<file path="src/rtl/forward_scoreboard_pkg.sv">
// Shared types for the forwarding scoreboard: forwarding source select and pending-slot record.
// The slot record carries a destination of FS_REG_ADDR_W bits, so REG_ADDR_W must stay equal to it.
package forward_scoreboard_pkg;

   localparam int FS_REG_ADDR_W = 5;

   typedef enum logic [1:0] {
      FWD_NONE,
      FWD_BYPASS,
      FWD_STAGE,
      FWD_HAZARD
   } fwdSrc_e;

   typedef struct packed {
      logic                     valid;
      logic                     live;
      logic [FS_REG_ADDR_W-1:0] destReg;
   } pendingSlot_t;

   function automatic int tag_width(input int n);
      return (n > 1) ? $clog2(n) : 1;
   endfunction

endpackage

</file>
<file path="src/rtl/forward_scoreboard_pending_table.sv">
// Pending table for long-latency writers: lowest-free-slot allocator, WAW live clearing, completion free.
// Allocation is judged on start-of-cycle state, so a slot freed this cycle is only reusable next cycle.
module forward_scoreboard_pending_table
   import forward_scoreboard_pkg::*;
#(
   parameter int REG_ADDR_W  = FS_REG_ADDR_W,
   parameter int MAX_PENDING = 4,
   parameter int TAG_W       = tag_width(MAX_PENDING)
) (
   input  logic                                 clk,
   input  logic                                 reset,
   input  logic                                 issue_valid_i,
   input  logic [REG_ADDR_W-1:0]                issue_reg_i,
   output logic                                 issue_ready_o,
   output logic [TAG_W-1:0]                     issue_tag_o,
   output logic                                 issue_accept_o,
   input  logic                                 complete_valid_i,
   input  logic [TAG_W-1:0]                     complete_tag_i,
   output pendingSlot_t [MAX_PENDING-1:0]       slots_o
);

   pendingSlot_t [MAX_PENDING-1:0] slots_q, slots_d;
   logic                           free_found;
   logic [TAG_W-1:0]               free_tag;

   // Scan downwards so the lowest free index is the one left standing.
   always_comb begin
      free_found = 1'b0;
      free_tag   = '0;
      for (int i = MAX_PENDING - 1; i >= 0; i--) begin
         if (!slots_q[i].valid) begin
            free_found = 1'b1;
            free_tag   = TAG_W'(i);
         end
      end
   end

   assign issue_ready_o  = free_found;
   assign issue_tag_o    = free_tag;
   assign issue_accept_o = issue_valid_i && free_found && (issue_reg_i != '0);

   always_comb begin
      // NOTE: slots_d starts as a copy of slots_q so every path assigns it and no latch is inferred.
      slots_d = slots_q;
      for (int i = 0; i < MAX_PENDING; i++) begin
         if (complete_valid_i && (complete_tag_i == TAG_W'(i)) && slots_q[i].valid) begin
            slots_d[i] = '0;
         end
      end
      if (issue_accept_o) begin
         for (int i = 0; i < MAX_PENDING; i++) begin
            if (slots_q[i].valid && slots_q[i].live && (slots_q[i].destReg == issue_reg_i)) begin
               slots_d[i].live = 1'b0;
            end
         end
         for (int i = 0; i < MAX_PENDING; i++) begin
            if (free_tag == TAG_W'(i)) begin
               slots_d[i] = '{valid: 1'b1, live: 1'b1, destReg: issue_reg_i};
            end
         end
      end
   end

   // NOTE: sequential state uses non-blocking assignments; reset is synchronous.
   always_ff @(posedge clk) begin
      if (reset) begin
         slots_q <= '0;
      end else begin
         slots_q <= slots_d;
      end
   end

   assign slots_o = slots_q;

endmodule

</file>
<file path="src/rtl/forward_scoreboard.sv">
// Operand forwarding scoreboard: per-port bypass / stage / pending-hazard resolution plus stall request.
// Optional stall counter output stallCount is built when FORWARD_SCOREBOARD_PERF_EN is defined.
module forward_scoreboard
   import forward_scoreboard_pkg::*;
#(
   parameter int XLEN           = 32,
   parameter int REG_ADDR_W     = FS_REG_ADDR_W,
   parameter int NUM_READ_PORTS = 2,
   parameter int NUM_FWD_STAGES = 2,
   parameter int MAX_PENDING    = 4,
   localparam int TAG_W         = tag_width(MAX_PENDING)
) (
   input  logic                                 clk,
   input  logic                                 reset,
   input  logic [NUM_READ_PORTS*REG_ADDR_W-1:0] readReg,
   input  logic [NUM_FWD_STAGES-1:0]            stageValid,
   input  logic [NUM_FWD_STAGES-1:0]            stageWriteEnable,
   input  logic [NUM_FWD_STAGES-1:0]            stageDataReady,
   input  logic [NUM_FWD_STAGES*REG_ADDR_W-1:0] stageDestReg,
   input  logic [NUM_FWD_STAGES*XLEN-1:0]       stageData,
   input  logic                                 issueValid,
   input  logic [REG_ADDR_W-1:0]                issueReg,
   output logic                                 issueReady,
   output logic [TAG_W-1:0]                     issueTag,
   input  logic                                 completeValid,
   input  logic [TAG_W-1:0]                     completeTag,
   input  logic [XLEN-1:0]                      completeData,
   output logic [NUM_READ_PORTS-1:0]            fwdEnable,
   output logic [NUM_READ_PORTS*XLEN-1:0]       fwdData,
   output logic                                 stallReq
`ifdef FORWARD_SCOREBOARD_PERF_EN
   ,
   output logic [31:0]                          stallCount
`endif
);

   pendingSlot_t [MAX_PENDING-1:0] slots;
   logic                           issue_accept;
   logic [NUM_READ_PORTS-1:0]      port_hazard;

   forward_scoreboard_pending_table #(
      .REG_ADDR_W  (REG_ADDR_W),
      .MAX_PENDING (MAX_PENDING),
      .TAG_W       (TAG_W)
   ) u_pending_table (
      .clk              (clk),
      .reset            (reset),
      .issue_valid_i    (issueValid),
      .issue_reg_i      (issueReg),
      .issue_ready_o    (issueReady),
      .issue_tag_o      (issueTag),
      .issue_accept_o   (issue_accept),
      .complete_valid_i (completeValid),
      .complete_tag_i   (completeTag),
      .slots_o          (slots)
   );

   always_comb begin
      fwdEnable   = '0;
      fwdData     = '0;
      port_hazard = '0;
      for (int p = 0; p < NUM_READ_PORTS; p++) begin
         logic [REG_ADDR_W-1:0] rr;
         logic [REG_ADDR_W-1:0] sdest;
         fwdSrc_e               src;
         logic [XLEN-1:0]       data;
         logic                  stage_hit;
         rr        = readReg[p*REG_ADDR_W +: REG_ADDR_W];
         sdest     = '0;
         src       = FWD_NONE;
         data      = '0;
         stage_hit = 1'b0;
         if (rr != '0) begin
            // A same-cycle issue to this register supersedes the returning result.
            for (int i = 0; i < MAX_PENDING; i++) begin
               if (completeValid && (completeTag == TAG_W'(i)) && slots[i].valid && slots[i].live &&
                   (slots[i].destReg == rr) && !(issue_accept && (issueReg == rr))) begin
                  src  = FWD_BYPASS;
                  data = completeData;
               end
            end
            if (src == FWD_NONE) begin
               for (int s = 0; s < NUM_FWD_STAGES; s++) begin
                  sdest = stageDestReg[s*REG_ADDR_W +: REG_ADDR_W];
                  if (!stage_hit && stageValid[s] && stageWriteEnable[s] && (sdest == rr)) begin
                     stage_hit = 1'b1;
                     if (stageDataReady[s]) begin
                        src  = FWD_STAGE;
                        data = stageData[s*XLEN +: XLEN];
                     end else begin
                        src = FWD_HAZARD;
                     end
                  end
               end
            end
            if (src == FWD_NONE) begin
               for (int i = 0; i < MAX_PENDING; i++) begin
                  if (slots[i].valid && slots[i].live && (slots[i].destReg == rr)) begin
                     src = FWD_HAZARD;
                  end
               end
            end
         end
         fwdEnable[p]              = (src == FWD_BYPASS) || (src == FWD_STAGE);
         fwdData[p*XLEN +: XLEN]   = data;
         port_hazard[p]            = (src == FWD_HAZARD);
      end
   end

   assign stallReq = |port_hazard;

`ifdef FORWARD_SCOREBOARD_PERF_EN
   logic [31:0] stall_count_q, stall_count_d;

   always_comb begin
      stall_count_d = stall_count_q;
      if (stallReq && (stall_count_q != '1)) begin
         stall_count_d = stall_count_q + 32'd1;
      end
   end

   always_ff @(posedge clk) begin
      if (reset) begin
         stall_count_q <= '0;
      end else begin
         stall_count_q <= stall_count_d;
      end
   end

   assign stallCount = stall_count_q;
`endif

endmodule

</file>
<file path="config.mk">
export PLATFORM = sky130hd
export DESIGN_NAME = forward_scoreboard
export DESIGN_NICKNAME = d
export VERILOG_FILES = /design/src/rtl/forward_scoreboard_pkg.sv /design/src/rtl/forward_scoreboard_pending_table.sv /design/src/rtl/forward_scoreboard.sv
export SDC_FILE = /design/constraint.sdc
export NUM_CORES = 1
export LEC_CHECK = 0
export ABC_AREA = 1
export CORE_MARGIN = 2
export CORE_UTILIZATION = 49
export DETAILED_ROUTE_END_ITERATION = 12
export PLACE_DENSITY = 0.93
export SLEW_MARGIN = 40
export SYNTH_ARGS = -nofsm -noshare
export SYNTH_HDL_FRONTEND = slang
export SYNTH_SLANG_ARGS = --single-unit
</file>
<file path="constraint.sdc">
create_clock -name clk -period 5.15 [get_ports clk]
set_input_delay 0.7725 -clock clk [delete_from_list [all_inputs] [get_ports clk]]
set_output_delay 0.7725 -clock clk [all_outputs]
set_load 0.05 [all_outputs]
</file>
**Yosys cells after proc, flatten, opt, wreduce, memory -nomap -nowiden**

Index checks and enable logic that the tools add are counted.

- Memory bits (writable): 0
- ROM bits: 0
- Word-level logic and storage cells: 194
- Memories kept: 0
- Flip-flop bits (word level): 28
- Input port bits: 133
- Bits in latches: 0

- Multiplexer cells: 79
- Multipliers: 0
- Magnitude comparators: 0
- Shift-type cells: 0
- Reductions and logical operators: 73
- Bitwise operators: 0
- Divide/modulo/power cells: 0
- Add/subtract/negate cells: 0
- Equality and inequality tests: 30

Operator list:

| operator | count |
|---|---|
| two-way mux 32 bit | 20 |
| == test 5 bit | 18 |
| two-way mux 2 bit | 32 |
| logical AND 1 bit | 57 |
| two-way mux 7 bit | 8 |
| two-way mux 28 bit | 1 |
| two-way mux 1 bit | 18 |
| == test 2 bit (second input constant) | 8 |
| nonzero test 5 bit | 3 |
| logical NOT 2 bit | 6 |
| == test 2 x 1 -> 1 bit (second input constant) | 4 |
| logical NOT 1 bit | 4 |
| logical OR 1 bit | 2 |
| OR reduction 2 bit | 1 |

**Depth between registers and ports, before layout**

- Depth after elaboration: 32
- Gate-level depth with buffers: 17
- Gate-level depth less buffers: 15

**Modules after synthesis**

From an unflattened synthesis, not the netlist that was laid out.

- Cells, all modules: 1092
- Area total of the unflattened synthesis: 5494.0 um^2

Modules (own cells, without submodules):

| module | sequential area each (um^2) | instances | cells each | area each (um^2) |
|---|---|---|---|---|
| forward_scoreboard | 0.0 | 1 | 822 | 3802.4 |
| forward_scoreboard_pending_table | 560.5 | 1 | 270 | 1691.6 |

**Worst setup path after synthesis**

OpenSTA, ideal clock, no wires.

- Kind: input to output
- From: input port issueReg[3]
- To: output port fwdData[62]
- Data required time: 4.378 ns
- Stages on the path: 12
- Buffers on the path: 3
- Slack: 1.826 ns
- Arrival time: 2.551 ns
- Path through: buf_2 nor3_1 nand3_1 nand2_2 inv_2 nand2_1 inv_2 nor2_4 buf_4 buf_6 nor2_1 nor2_1

- Cells in the longest elaborated chain, start to end: 15

RTL lines:

| what | line | RTL |
|---|---|---|
| from (decl) | forward_scoreboard.sv:22 | `input logic [REG_ADDR_W-1:0] issueReg,` |
| nonzero test 5 bit | forward_scoreboard_pending_table.sv:40 | `assign issue_accept_o = issue_valid_i && free_found && (issue_reg_i != '0);` |
| logical AND 1 bit | forward_scoreboard_pending_table.sv:40 |  |
| logical AND 1 bit (*) | forward_scoreboard.sv:77 | `(slots[i].destReg == rr) && !(issue_accept && (issueReg == rr))) begin` |
| logical NOT 1 bit (*) | forward_scoreboard.sv:77 |  |
| logical AND 1 bit | forward_scoreboard.sv:77 |  |
| two-way mux 32 bit (4 in a row) | forward_scoreboard.sv:76 | `if (completeValid && (completeTag == TAG_W'(i)) && slots[i].valid && slots[i].live &&` |
| two-way mux 32 bit | forward_scoreboard.sv:87 | `if (stageDataReady[s]) begin` |
| two-way mux 32 bit | forward_scoreboard.sv:85 | `if (!stage_hit && stageValid[s] && stageWriteEnable[s] && (sdest == rr)) begin` |
| two-way mux 32 bit | forward_scoreboard.sv:87 |  |
| two-way mux 32 bit | forward_scoreboard.sv:85 |  |
| two-way mux 32 bit (*) | forward_scoreboard.sv:82 | `if (src == FWD_NONE) begin` |
| two-way mux 32 bit (*) | forward_scoreboard.sv:73 | `if (rr != '0) begin` |
| to (decl) | forward_scoreboard.sv:29 | `output logic [NUM_READ_PORTS*XLEN-1:0] fwdData,` |

Mark *: on every way between the ends. The rest lies on a longest branch, timed or not. The select of a mux whose other input is x is not followed.

**Worst setup path in the final report**

- From: input port readReg[9]
- To: output port fwdData[36]

- Cells in the longest elaborated chain, start to end: 14

RTL lines:

| what | line | RTL |
|---|---|---|
| from (decl) | forward_scoreboard.sv:15 | `input logic [NUM_READ_PORTS*REG_ADDR_W-1:0] readReg,` |
| == test 5 bit | forward_scoreboard.sv:77 |  |
| logical AND 1 bit | forward_scoreboard.sv:77 |  |
| logical NOT 1 bit | forward_scoreboard.sv:77 |  |
| logical AND 1 bit | forward_scoreboard.sv:77 |  |
| two-way mux 32 bit (4 in a row) | forward_scoreboard.sv:76 |  |
| two-way mux 32 bit | forward_scoreboard.sv:87 |  |
| two-way mux 32 bit | forward_scoreboard.sv:85 |  |
| two-way mux 32 bit | forward_scoreboard.sv:87 |  |
| two-way mux 32 bit | forward_scoreboard.sv:85 |  |
| two-way mux 32 bit | forward_scoreboard.sv:82 |  |
| two-way mux 32 bit (*) | forward_scoreboard.sv:73 |  |

Marked as above.

==> flow_summary.yaml <==
die:
  core_region_area_mm2: 0.01018
  dieHeight_um: 105.5
  io-pin-count: 203
  die_area_mm2: 0.01113
  die_w_um: 105.5
  start_util: 0.4958
  rows: 37
cells_and_area:
  final_nets: 1324
  largest_register_ffs: 28
  drive_gt1_frac: 0.09259
  area_growth_pct: 45.02
  stdcell_area_mm2: 0.007323
job:
  drv_cap: 0
timing:
  fmax_mhz: 218.9
  tightest_slew_ns: 0.7965
  rsz0062_at_grt: "false"
  finalCritPeriodShare: 0.8869
  fin_worst_skew_ns: 0.004554
  hold_viol: 0
  whs_ns: 0.5006
  fin_setup_tns_ns: 0
  finalSetupViolations: 0
  fin_crit_ns: 4.568
  slew_headroom: 0.4675
  slew_violations: 0
global_routing:
  grt_pass1_wl_um: 32620
  antenna_found_initial: 0
  grt_usage: 0.3574
  grt_pass1_vias: 6573
  grt_max_degree: 37
  grt_overflow_total: 0
synth:
  yosysSeqAreaShare: 0.1110
  ys_warn_count: 0
  synthDistinctLibCells: 33
  synth_area_per_cell_um2: 4.922
  syn_nets: 1161
  syn_inst: 1026
  synth.cell_area_mm2: 0.005050
  ys_ff_latch: 28
clocking:
  cts_buffer_depth: 2
  cts_inserted_buffers: 3
  ctsResizeCount: 0
  clock_sinks: 28
  path_clk_slew_ns: 0.09
  cts_tree: "yes"
  htreeDepth: 1
  hold_buffers: 0
  cts-root-buf: "clkbuf_8"
  post_cts_buffers: 0
  worst_skew_pair.late_latency_ns: 0.28
placement:
  gp_congestion: 1.028
  hpwlAfterDp_um: 16550
  placed_area_mm2: 0.007266
  portBuffers: 202
pwr:
  p_leak_nw: 3.821
  vdd_drop_max_uv: 233.5
  powerDensity_mw_per_mm2: 97.66
  total_power_w: 0.0007152
worst_setup_path:
  cp.required_ns: 4.38
  crit_path_start_kind: "input port"
  critPathCaptureType: "primary output"
  critPathMaxFanout: 31
  crit_type: "input port to primary output"
  arrival_ns: 3.80
hold_path:
  hold_class: "flip-flop to flip-flop"
detailed_routing:
  ant_nets: 0
  drt_iter0_drc: 698
  vias: 7296
  routed_via_density: 5.506
  first_pass_iters: 5
  drc: 0
  wl_per_cell_um: 15.76
  wirelength_um: 20880
run_status:
  outcome: "complete, no violations"
-- power by group --
group          leakage (nW)  switching, W  internal [W]
clock network        0.0288     0.0000681     0.0000686
registers             0.228     0.0000153      0.000227
logic                  3.56      0.000180      0.000157
total                  3.82      0.000263      0.000452
-- cell usage in the layout, fill, tap and decap left out, types with 13 or more instances in the layout --
master	n
nand4_1	61
inv_2	13
o21ai_0	58
a21oi_1	28
nor2_1	170
nand3_1	43
dfxtp_1	28
inv_1	116
buf_4	45
buf_12	36
clkdlybuf4s50_1	136
nand2_1	382
-- metal layers --
layer	routed length, um	GRT usage
met1	8009	0.4375
met3	1976	0.04267
met4	1119	0.1805
met2	9776	0.6152
met5	0	0
-- area by class of cell --
cell class,count,area (um2)
Timing Repair Buffer,217,2420
Clock buffer,4,55.05
Tap cell,136,170.2
Fill cell,932,2861
Sequential cell,28,560.5
Antenna cell,1,2.502
Inverter,130,488.0
Multi-Input combinational cell,809,3627
-- through the flow --
step	worst slack (ns)	cells	util
3_5_place_dp	0.6759	1320	0.7134
4_1_cts	0.6638	1324	0.7188
6_report	0.5824	1325	0.7190
5_1_grt	0.4121	1324	0.7188
3_3_place_gp	0.7541	1320	0.7134
2_1_floorplan	1.826	1026	-
-- worst max-delay path, cell delays in order --
cell and delay [ns]:
clkdlybuf4s50_1 0.80, inv_1 0.12, nand2_1 0.08, nand2_1 0.05
nor2_1 0.14, nand3_2 0.39, nor2_4 0.21, buf_4 0.37
nand2_1 0.10, nand2_1 0.09, inv_1 0.04, nand2_1 0.05
nand2_1 0.05, nor2_1 0.25, buf_4 0.25
-- Yosys cell counts, drive strengths merged --
master | n | share of area
nand3 | 47 | 0.051
nor2 | 176 | 0.14
clkbuf | 16 | 0.012
nand4 | 61 | 0.076
o22ai | 3 | 0.0037
buf | 43 | 0.062
inv | 129 | 0.096
dfxtp | 28 | 0.11
ha | 2 | 0.0050
o211a | 1 | 0.0020
nor4 | 1 | 0.0012
or2 | 1 | 0.0012
a211oi | 5 | 0.0074
o21a | 1 | 0.0015
clkinv | 1 | 0.00074
nand2 | 383 | 0.29
o21ai | 66 | 0.065
xor2 | 11 | 0.019
a21oi | 28 | 0.028
o2111ai | 4 | 0.0069
nor3 | 6 | 0.0059
xnor2 | 11 | 0.019
nand3b | 2 | 0.0030
-- logic make-up after synthesis --
kind of cell	synth area share
and+or+nand+nor	0.5605
buffers and inverters	0.1707
AOI/OAI and AO/OA	0.1147
DFF	0.1110
xor gates and xnor gates	0.03816
adders and majority gates	0.004955
-- final timing paths --
path,start,end,slack [ns],cells after the start
setup / recovery,readReg[9],fwdData[36],0.58,15
hold / removal,u_pending_table.slots_o[26],u_pending_table.slots_o[26],0.50,2
setup reg to reg,u_pending_table.slots_o[6],u_pending_table.slots_o[1],3.29,8
hold reg to reg,u_pending_table.slots_o[26],u_pending_table.slots_o[26],0.50,2
(Power assumes the default switching activity.)
